$ cat src/rtl/seg_mux_scheduler_if.sv
`default_nettype none
// ============================================================================
// Module      : seg_mux_scheduler_if
// Description : Signal bundle between the digit sources, the display
//               multiplex scheduler and the shared segment decoder.
//               master : scheduler side (consumes en/hex1/hex2, drives the
//                        display-facing outputs)
//               slave  : environment side (drives en/hex1/hex2, observes
//                        the display-facing outputs)
//   en         run enable
//   hex1/hex2  digit 1 / digit 2 source nibbles
//   hex_out    nibble routed to the shared decoder
//   digit_sel  0 = digit 1 owns hex_out, 1 = digit 2
//   hex1_num   digit 1 enable, active-low
//   hex2_num   digit 2 enable, active-low
//   frame_tick one-cycle pulse at the start of each frame
// Revision    : 1.0 - initial release
// ============================================================================
interface seg_mux_scheduler_if;
    logic       en;
    logic [3:0] hex1;
    logic [3:0] hex2;
    logic [3:0] hex_out;
    logic       digit_sel;
    logic       hex1_num;
    logic       hex2_num;
    logic       frame_tick;

    modport master (
        input  en, hex1, hex2,
        output hex_out, digit_sel, hex1_num, hex2_num, frame_tick
    );

    modport slave (
        output en, hex1, hex2,
        input  hex_out, digit_sel, hex1_num, hex2_num, frame_tick
    );
endinterface
`default_nettype wire

$ cat src/rtl/seg_mux_scheduler.sv
`default_nettype none
// ============================================================================
// Module      : seg_mux_scheduler
// Description : Time-multiplexes one shared hex-to-segment decoder between
//               two digit sources. Each digit is lit for ON_CYCLES clocks,
//               followed by BLANK_CYCLES clocks with both digits dark to
//               suppress ghosting. Frame = SHOW1, BLANK1, SHOW2, BLANK2.
// Ports       : clk        system clock
//               reset      synchronous, active-high reset
//               bus.en     run enable; low freezes schedule, darkens digits
//               bus.hex1   digit 1 source nibble (sampled on SHOW1 entry)
//               bus.hex2   digit 2 source nibble (sampled on SHOW2 entry)
//               bus.hex_out    nibble to the shared decoder
//               bus.digit_sel  0 = digit 1, 1 = digit 2
//               bus.hex1_num   digit 1 enable, active-low
//               bus.hex2_num   digit 2 enable, active-low
//               bus.frame_tick pulse on the first cycle of SHOW1
// Revision    : 1.0 - initial release
// ============================================================================
module seg_mux_scheduler #(
    parameter int ON_CYCLES    = 24000,
    parameter int BLANK_CYCLES = 240
) (
    input  wire logic           clk,
    input  wire logic           reset,
    seg_mux_scheduler_if.master bus
);

    localparam int c_MAX_CYCLES = (ON_CYCLES > BLANK_CYCLES) ? ON_CYCLES : BLANK_CYCLES;
    localparam int c_CNT_W      = $clog2(c_MAX_CYCLES + 1);

    localparam logic [c_CNT_W-1:0] c_ON_LOAD    = c_CNT_W'(ON_CYCLES - 1);
    localparam logic [c_CNT_W-1:0] c_BLANK_LOAD = c_CNT_W'(BLANK_CYCLES - 1);

    typedef enum logic [1:0] {
        S_SHOW1  = 2'd0,
        S_BLANK1 = 2'd1,
        S_SHOW2  = 2'd2,
        S_BLANK2 = 2'd3
    } state_t;

    // ------------------------------------------------------------------
    // Registered state and outputs
    // ------------------------------------------------------------------
    state_t               r_state;
    logic [c_CNT_W-1:0]   r_cnt;
    logic [3:0]           r_hex_out;
    logic                 r_digit_sel;
    logic                 r_hex1_num;
    logic                 r_hex2_num;
    logic                 r_frame_tick;

    // Next-state values
    state_t               w_state_nxt;
    logic [c_CNT_W-1:0]   w_cnt_nxt;
    logic [3:0]           w_hex_out_nxt;
    logic                 w_digit_sel_nxt;
    logic                 w_hex1_num_nxt;
    logic                 w_hex2_num_nxt;
    logic                 w_frame_tick_nxt;

    // ------------------------------------------------------------------
    // State register
    // ------------------------------------------------------------------
    always_ff @(posedge clk) begin
        if (reset) begin
            // Parking in BLANK2 with cnt=0 makes the first enabled edge
            // after reset enter SHOW1 and raise frame_tick.
            r_state      <= S_BLANK2;
            r_cnt        <= '0;
            r_hex_out    <= 4'h0;
            r_digit_sel  <= 1'b0;
            r_hex1_num   <= 1'b1;
            r_hex2_num   <= 1'b1;
            r_frame_tick <= 1'b0;
        end else begin
            r_state      <= w_state_nxt;
            r_cnt        <= w_cnt_nxt;
            r_hex_out    <= w_hex_out_nxt;
            r_digit_sel  <= w_digit_sel_nxt;
            r_hex1_num   <= w_hex1_num_nxt;
            r_hex2_num   <= w_hex2_num_nxt;
            r_frame_tick <= w_frame_tick_nxt;
        end
    end

    // ------------------------------------------------------------------
    // Next-state and output logic
    // ------------------------------------------------------------------
    always_comb begin
        // Defaults: hold schedule, data path and select; digits dark;
        // no frame pulse.
        w_state_nxt      = r_state;
        w_cnt_nxt        = r_cnt;
        w_hex_out_nxt    = r_hex_out;
        w_digit_sel_nxt  = r_digit_sel;
        w_hex1_num_nxt   = 1'b1;
        w_hex2_num_nxt   = 1'b1;
        w_frame_tick_nxt = 1'b0;

        if (bus.en) begin
            if (r_cnt == '0) begin
                // Interval expired: move to the next phase and load its length.
                case (r_state)
                    S_SHOW1: begin
                        w_state_nxt = S_BLANK1;
                        w_cnt_nxt   = c_BLANK_LOAD;
                    end
                    S_BLANK1: begin
                        w_state_nxt     = S_SHOW2;
                        w_cnt_nxt       = c_ON_LOAD;
                        w_hex_out_nxt   = bus.hex2;
                        w_digit_sel_nxt = 1'b1;
                        w_hex2_num_nxt  = 1'b0;
                    end
                    S_SHOW2: begin
                        w_state_nxt = S_BLANK2;
                        w_cnt_nxt   = c_BLANK_LOAD;
                    end
                    default: begin // S_BLANK2
                        w_state_nxt      = S_SHOW1;
                        w_cnt_nxt        = c_ON_LOAD;
                        w_hex_out_nxt    = bus.hex1;
                        w_digit_sel_nxt  = 1'b0;
                        w_hex1_num_nxt   = 1'b0;
                        w_frame_tick_nxt = 1'b1;
                    end
                endcase
            end else begin
                // Mid-interval: keep counting. Enables are re-derived from
                // the current state so they come back after an en pause
                // without restarting the interval.
                w_cnt_nxt      = r_cnt - 1'b1;
                w_hex1_num_nxt = (r_state == S_SHOW1) ? 1'b0 : 1'b1;
                w_hex2_num_nxt = (r_state == S_SHOW2) ? 1'b0 : 1'b1;
            end
        end
    end

    // ------------------------------------------------------------------
    // Output drive
    // ------------------------------------------------------------------
    assign bus.hex_out    = r_hex_out;
    assign bus.digit_sel  = r_digit_sel;
    assign bus.hex1_num   = r_hex1_num;
    assign bus.hex2_num   = r_hex2_num;
    assign bus.frame_tick = r_frame_tick;

endmodule
`default_nettype wire

$ cat src/flat_wrapper.sv
// flat-port wrapper written by rule: the top's interface ports become plain ports
module seg_mux_scheduler_flat 
#(
    parameter int ON_CYCLES    = 24000,
    parameter int BLANK_CYCLES = 240
)
  (clk, reset, bus_en, bus_hex1, bus_hex2, bus_hex_out, bus_digit_sel, bus_hex1_num, bus_hex2_num, bus_frame_tick);
  seg_mux_scheduler_if bus_i ();
  input  wire logic clk;
  input  wire logic reset;
  input wire logic [$bits(bus_i.en)-1:0] bus_en;
  input wire logic [$bits(bus_i.hex1)-1:0] bus_hex1;
  input wire logic [$bits(bus_i.hex2)-1:0] bus_hex2;
  output wire logic [$bits(bus_i.hex_out)-1:0] bus_hex_out;
  output wire logic [$bits(bus_i.digit_sel)-1:0] bus_digit_sel;
  output wire logic [$bits(bus_i.hex1_num)-1:0] bus_hex1_num;
  output wire logic [$bits(bus_i.hex2_num)-1:0] bus_hex2_num;
  output wire logic [$bits(bus_i.frame_tick)-1:0] bus_frame_tick;
  assign bus_i.en = bus_en;
  assign bus_i.hex1 = bus_hex1;
  assign bus_i.hex2 = bus_hex2;
  assign bus_hex_out = bus_i.hex_out;
  assign bus_digit_sel = bus_i.digit_sel;
  assign bus_hex1_num = bus_i.hex1_num;
  assign bus_hex2_num = bus_i.hex2_num;
  assign bus_frame_tick = bus_i.frame_tick;
  seg_mux_scheduler #(.ON_CYCLES(ON_CYCLES), .BLANK_CYCLES(BLANK_CYCLES)) u_core (.clk(clk), .reset(reset), .bus(bus_i));
endmodule
$ cat config.mk
export PLATFORM = sky130hd
export DESIGN_NAME = seg_mux_scheduler_flat
export DESIGN_NICKNAME = d
export VERILOG_FILES = /design/src/rtl/seg_mux_scheduler_if.sv /design/src/rtl/seg_mux_scheduler.sv /design/src/flat_wrapper.sv
export SDC_FILE = /design/constraint.sdc
export NUM_CORES = 1
export LEC_CHECK = 0
export BUFFER_PORTS_ARGS = -buffer_cell sky130_fd_sc_hd__clkbuf_2
export CORE_MARGIN = 4
export CORE_UTILIZATION = 50
export CTS_BUF_LIST = sky130_fd_sc_hd__clkbuf_8
export DETAILED_ROUTE_END_ITERATION = 10
export GPL_TIMING_DRIVEN = 0
export PLACE_DENSITY = 0.71
export SKIP_CTS_REPAIR_TIMING = 1
export SYNTH_ARGS = -nofsm -noshare
export SYNTH_HDL_FRONTEND = slang
export SYNTH_SLANG_ARGS = --single-unit
$ cat constraint.sdc
create_clock -name clk -period 1.85 [get_ports clk]
set_input_delay 0.0925 -clock clk [delete_from_list [all_inputs] [get_ports clk]]
set_output_delay 0.0925 -clock clk [all_outputs]
set_load 0.02 [all_outputs]
==> impl_metrics.tcl <==
set metrics [dict create \
    fin_worst_skew_ns 0.0106 \
    grt_util_met3_pct 2.55 \
    fillers 220 \
    rows 18 \
    overflow 0 \
    p_per_area_mw_per_mm2 1600 \
    clk_pin_slew_ns 0.10 \
    grt-busiest-layer "met2" \
    vias 1220 \
    syn_area_per_cell_um2 9.09 \
    r2r_start "u_core.r_cnt[0]" \
    syn_inst 152 \
    ant_nets 0 \
    avgViaCountPerCell 5.98 \
    grt_pass1_vias 1129 \
    fin_nets 192 \
    worst_pin_slew_ns 0.614 \
    dp_slack_ns -0.0436 \
    diodes 0 \
    hold_start "bus_hex1[0]" \
    dr.pass1.iters 4 \
    io_buffers 17 \
    worstSetupPathType "flop to flop" \
    placed_cells 199 \
    fp.dieW_um 60.6 \
    wl_per_cell_um 15.0 \
    syn-cell-area_mm2 0.00138 \
    yosys_warnings 0 \
    dieHeight_um 60.6 \
    gp_congestion 0.796 \
    maxCapViolations 0 \
    synth_top_area_cell "dfxtp_1" \
    grt_antenna_before_repair 0 \
    final-seq-area_um2 503 \
    r2r_end "u_core.bus.hex1_num" \
    synth_area_leaders "dfxtp_1 36%, ha_1 5.4%, a21oi_1 4.3%" \
    arrival_ns 1.99 \
    grtUsageTotal_pct 18.0 \
    startpoint "u_core.r_cnt[0]" \
    worstPathRequired_ns 2.08 \
    layout_setup_ws_ns 0.0866 \
    grt_pass1_wl_mm 5.13 \
    synth_seq_cells 25 \
    cts_tree "yes" \
    p_leak_nw 0.632 \
    synth_top_area_share_pct 36.2 \
    placedInstanceArea_mm2 0.00150 \
    fin_tns_setup_ns 0 \
    routed_wl_mm 3.06 \
    multiInputGateArea_um2 827 \
    use_met1_pct 25.0 \
    ios 19 \
    final_cells 204 \
    endpoint "u_core.bus.hex1_num" \
    cts_num_sinks 25 \
    htree_levels 1 \
    syn_nets 169 \
    finalHoldViolCount 0 \
    r2r_slack_ns 0.09 \
    path_max_fanout 10 \
    synthDistinctLibCells 44 \
    worstSetupEndpointType "flop" \
    dieArea_mm2 0.00367 \
    vdd_drop_max_mv 1.02 \
    slew_viol_final 0 \
    cts_buffers 3 \
    status "completed" \
    r2r_cells 7 \
    critPathLaunchType "flop" \
    clock.fmax_mhz 567 \
    seq_area_frac_synth_pct 36.2 \
    timing.hold.ws_ns 0.148 \
    post-route-cell-area_mm2 0.00160 \
    hold_path.class "input port to flop" \
    slowest_delay_ns 0.35 \
    hpwlAfterDp_mm 2.19 \
    maxSlewHeadroom_pct 59.0 \
    drtIter0Drc 73 \
    clk_path_buf_depth 2 \
    min_period_over_period_pct 95.3 \
    grt_max_degree 15 \
    rsz0062_at_grt "yes" \
    clk_latency_ns 0.28 \
    cp_slowest_cell "dfxtp_2" \
    grt.met2_usage_pct 29.3 \
    start_util_pct 54.3 \
    coreArea_mm2 0.00254 \
    period_needed_ns 1.76 \
    drc_errors 0 \
    drive_above_1_share_pct 25.3 \
    syn_to_final_growth_pct 15.7 \
    setup_viol 0 \
    path_cells "inv_1, ha_2, nor3b_4, and4_1, buf_6, mux2_2, nand2_1" \
    clockRootBuffer "clkbuf_8" \
]
[Yosys cell counts (all sizes together)]
master	instances
o311ai	1
dfxtp	25
mux2	2
nor2b	1
a211oi	1
and4	2
nor2	8
nor4b	2
o21ai	4
clkbuf	5
nand3b	2
nand4	3
mux2i	4
a31oi	1
o22ai	2
inv	5
nor3	8
a41oi	1
a311oi	5
o21a	2
xor2	5
ha	6
a21oi	12
nor3b	3
nand2	11
buf	5
and3b	1
o31a	1
and3	4
nand4b	1
o31ai	3
nor4	5
nand2b	1
nand3	7
or3	1
o211ai	2
[layer usage]
metal	wire length, um	share of wire (%)	vias to the layer above
met1	1440	47	572
met3	137	4.5	5
li1	-	-	612
met4	41	1.3	0
met5	0	0	-
met2	1440	47	31
[placed cells by master (no fill, tap or decap), types with 3 or more instances in the layout]
cell type,instances
buf_6,4
ha_1,5
clkbuf_2,17
nor3_1,7
o21ai_0,4
clkbuf_1,4
nand3_1,7
nand4_1,3
nor2_1,7
nor4_1,4
mux2i_1,4
a21oi_1,12
a311oi_1,3
xor2_1,5
nand2_1,11
dfxtp_1,23
inv_1,5
and3_1,4
clkbuf_8,3
[cell families after synthesis]
family                     count (synthesis)  share of synthesized area, %
and+or+nand+nor                           60                          27.0
AOI/OAI and AO/OA                         35                          17.6
DFF                                       25                          36.2
buffers and inverters                     15                          6.07
muxes                                      6                          4.53
adders and majority gates                  6                          5.43
xor gates and xnor gates                   5                          3.17
[worst min path at each step]
stage                                  to  slack [ns]  cells past startpoint
floorplan           u_core.bus.hex_out[0]        0.34                      2
global placement    u_core.bus.hex_out[0]        0.43                      3
detailed placement  u_core.bus.hex_out[0]        0.45                      3
CTS                 u_core.bus.hex_out[0]        0.16                      3
global route        u_core.bus.hex_out[0]        0.18                      3
finish              u_core.bus.hex_out[0]        0.15                      3
[per-stage QoR]
stage / utilization, % / power (mW)
after detailed placement: 59.1 / 2.12
final: 62.8 / 2.56
after global placement: 59.1 / 2.08
after floorplan: - / 1.85
after CTS: 60.9 / 2.45
after global routing: 62.8 / 2.76
[area by class of cell]
class                           instances  share of cell area (%)
Tap cell                               30                    2.35
Timing Repair Buffer                   19                    6.26
Sequential cell                        25                    31.5
Buffer                                  9                    4.07
Multi-Input combinational cell        112                    51.8
Clock inverter                          1                   0.313
Inverter                                5                    1.17
Clock buffer                            3                    2.58
[flip-flops by register name, summed over array words and instances (netlist names)]
signal / flops
u_core.r_cnt: 15
u_core.bus.hex_out: 4
u_core.r_state: 2
u_core.bus.digit_sel: 1
u_core.bus.frame_tick: 1
u_core.bus.hex1_num: 1
u_core.bus.hex2_num: 1
[worst max-delay path: cells and delay by family, from the launching register on]
family | cells | cell delay (ns)
adders and majority gates | 1 | 0.20
and+or+nand+nor | 3 | 0.59
buffers and inverters | 2 | 0.23
DFF | 1 | 0.35
muxes | 1 | 0.33
[power breakdown]
part           internal [mW]  switching, mW
Sequential             0.698          0.182
Combinational          0.596          0.751
Clock                  0.151          0.181
Total                   1.44           1.11
Note: power is estimated with default switching activity, not from simulation.
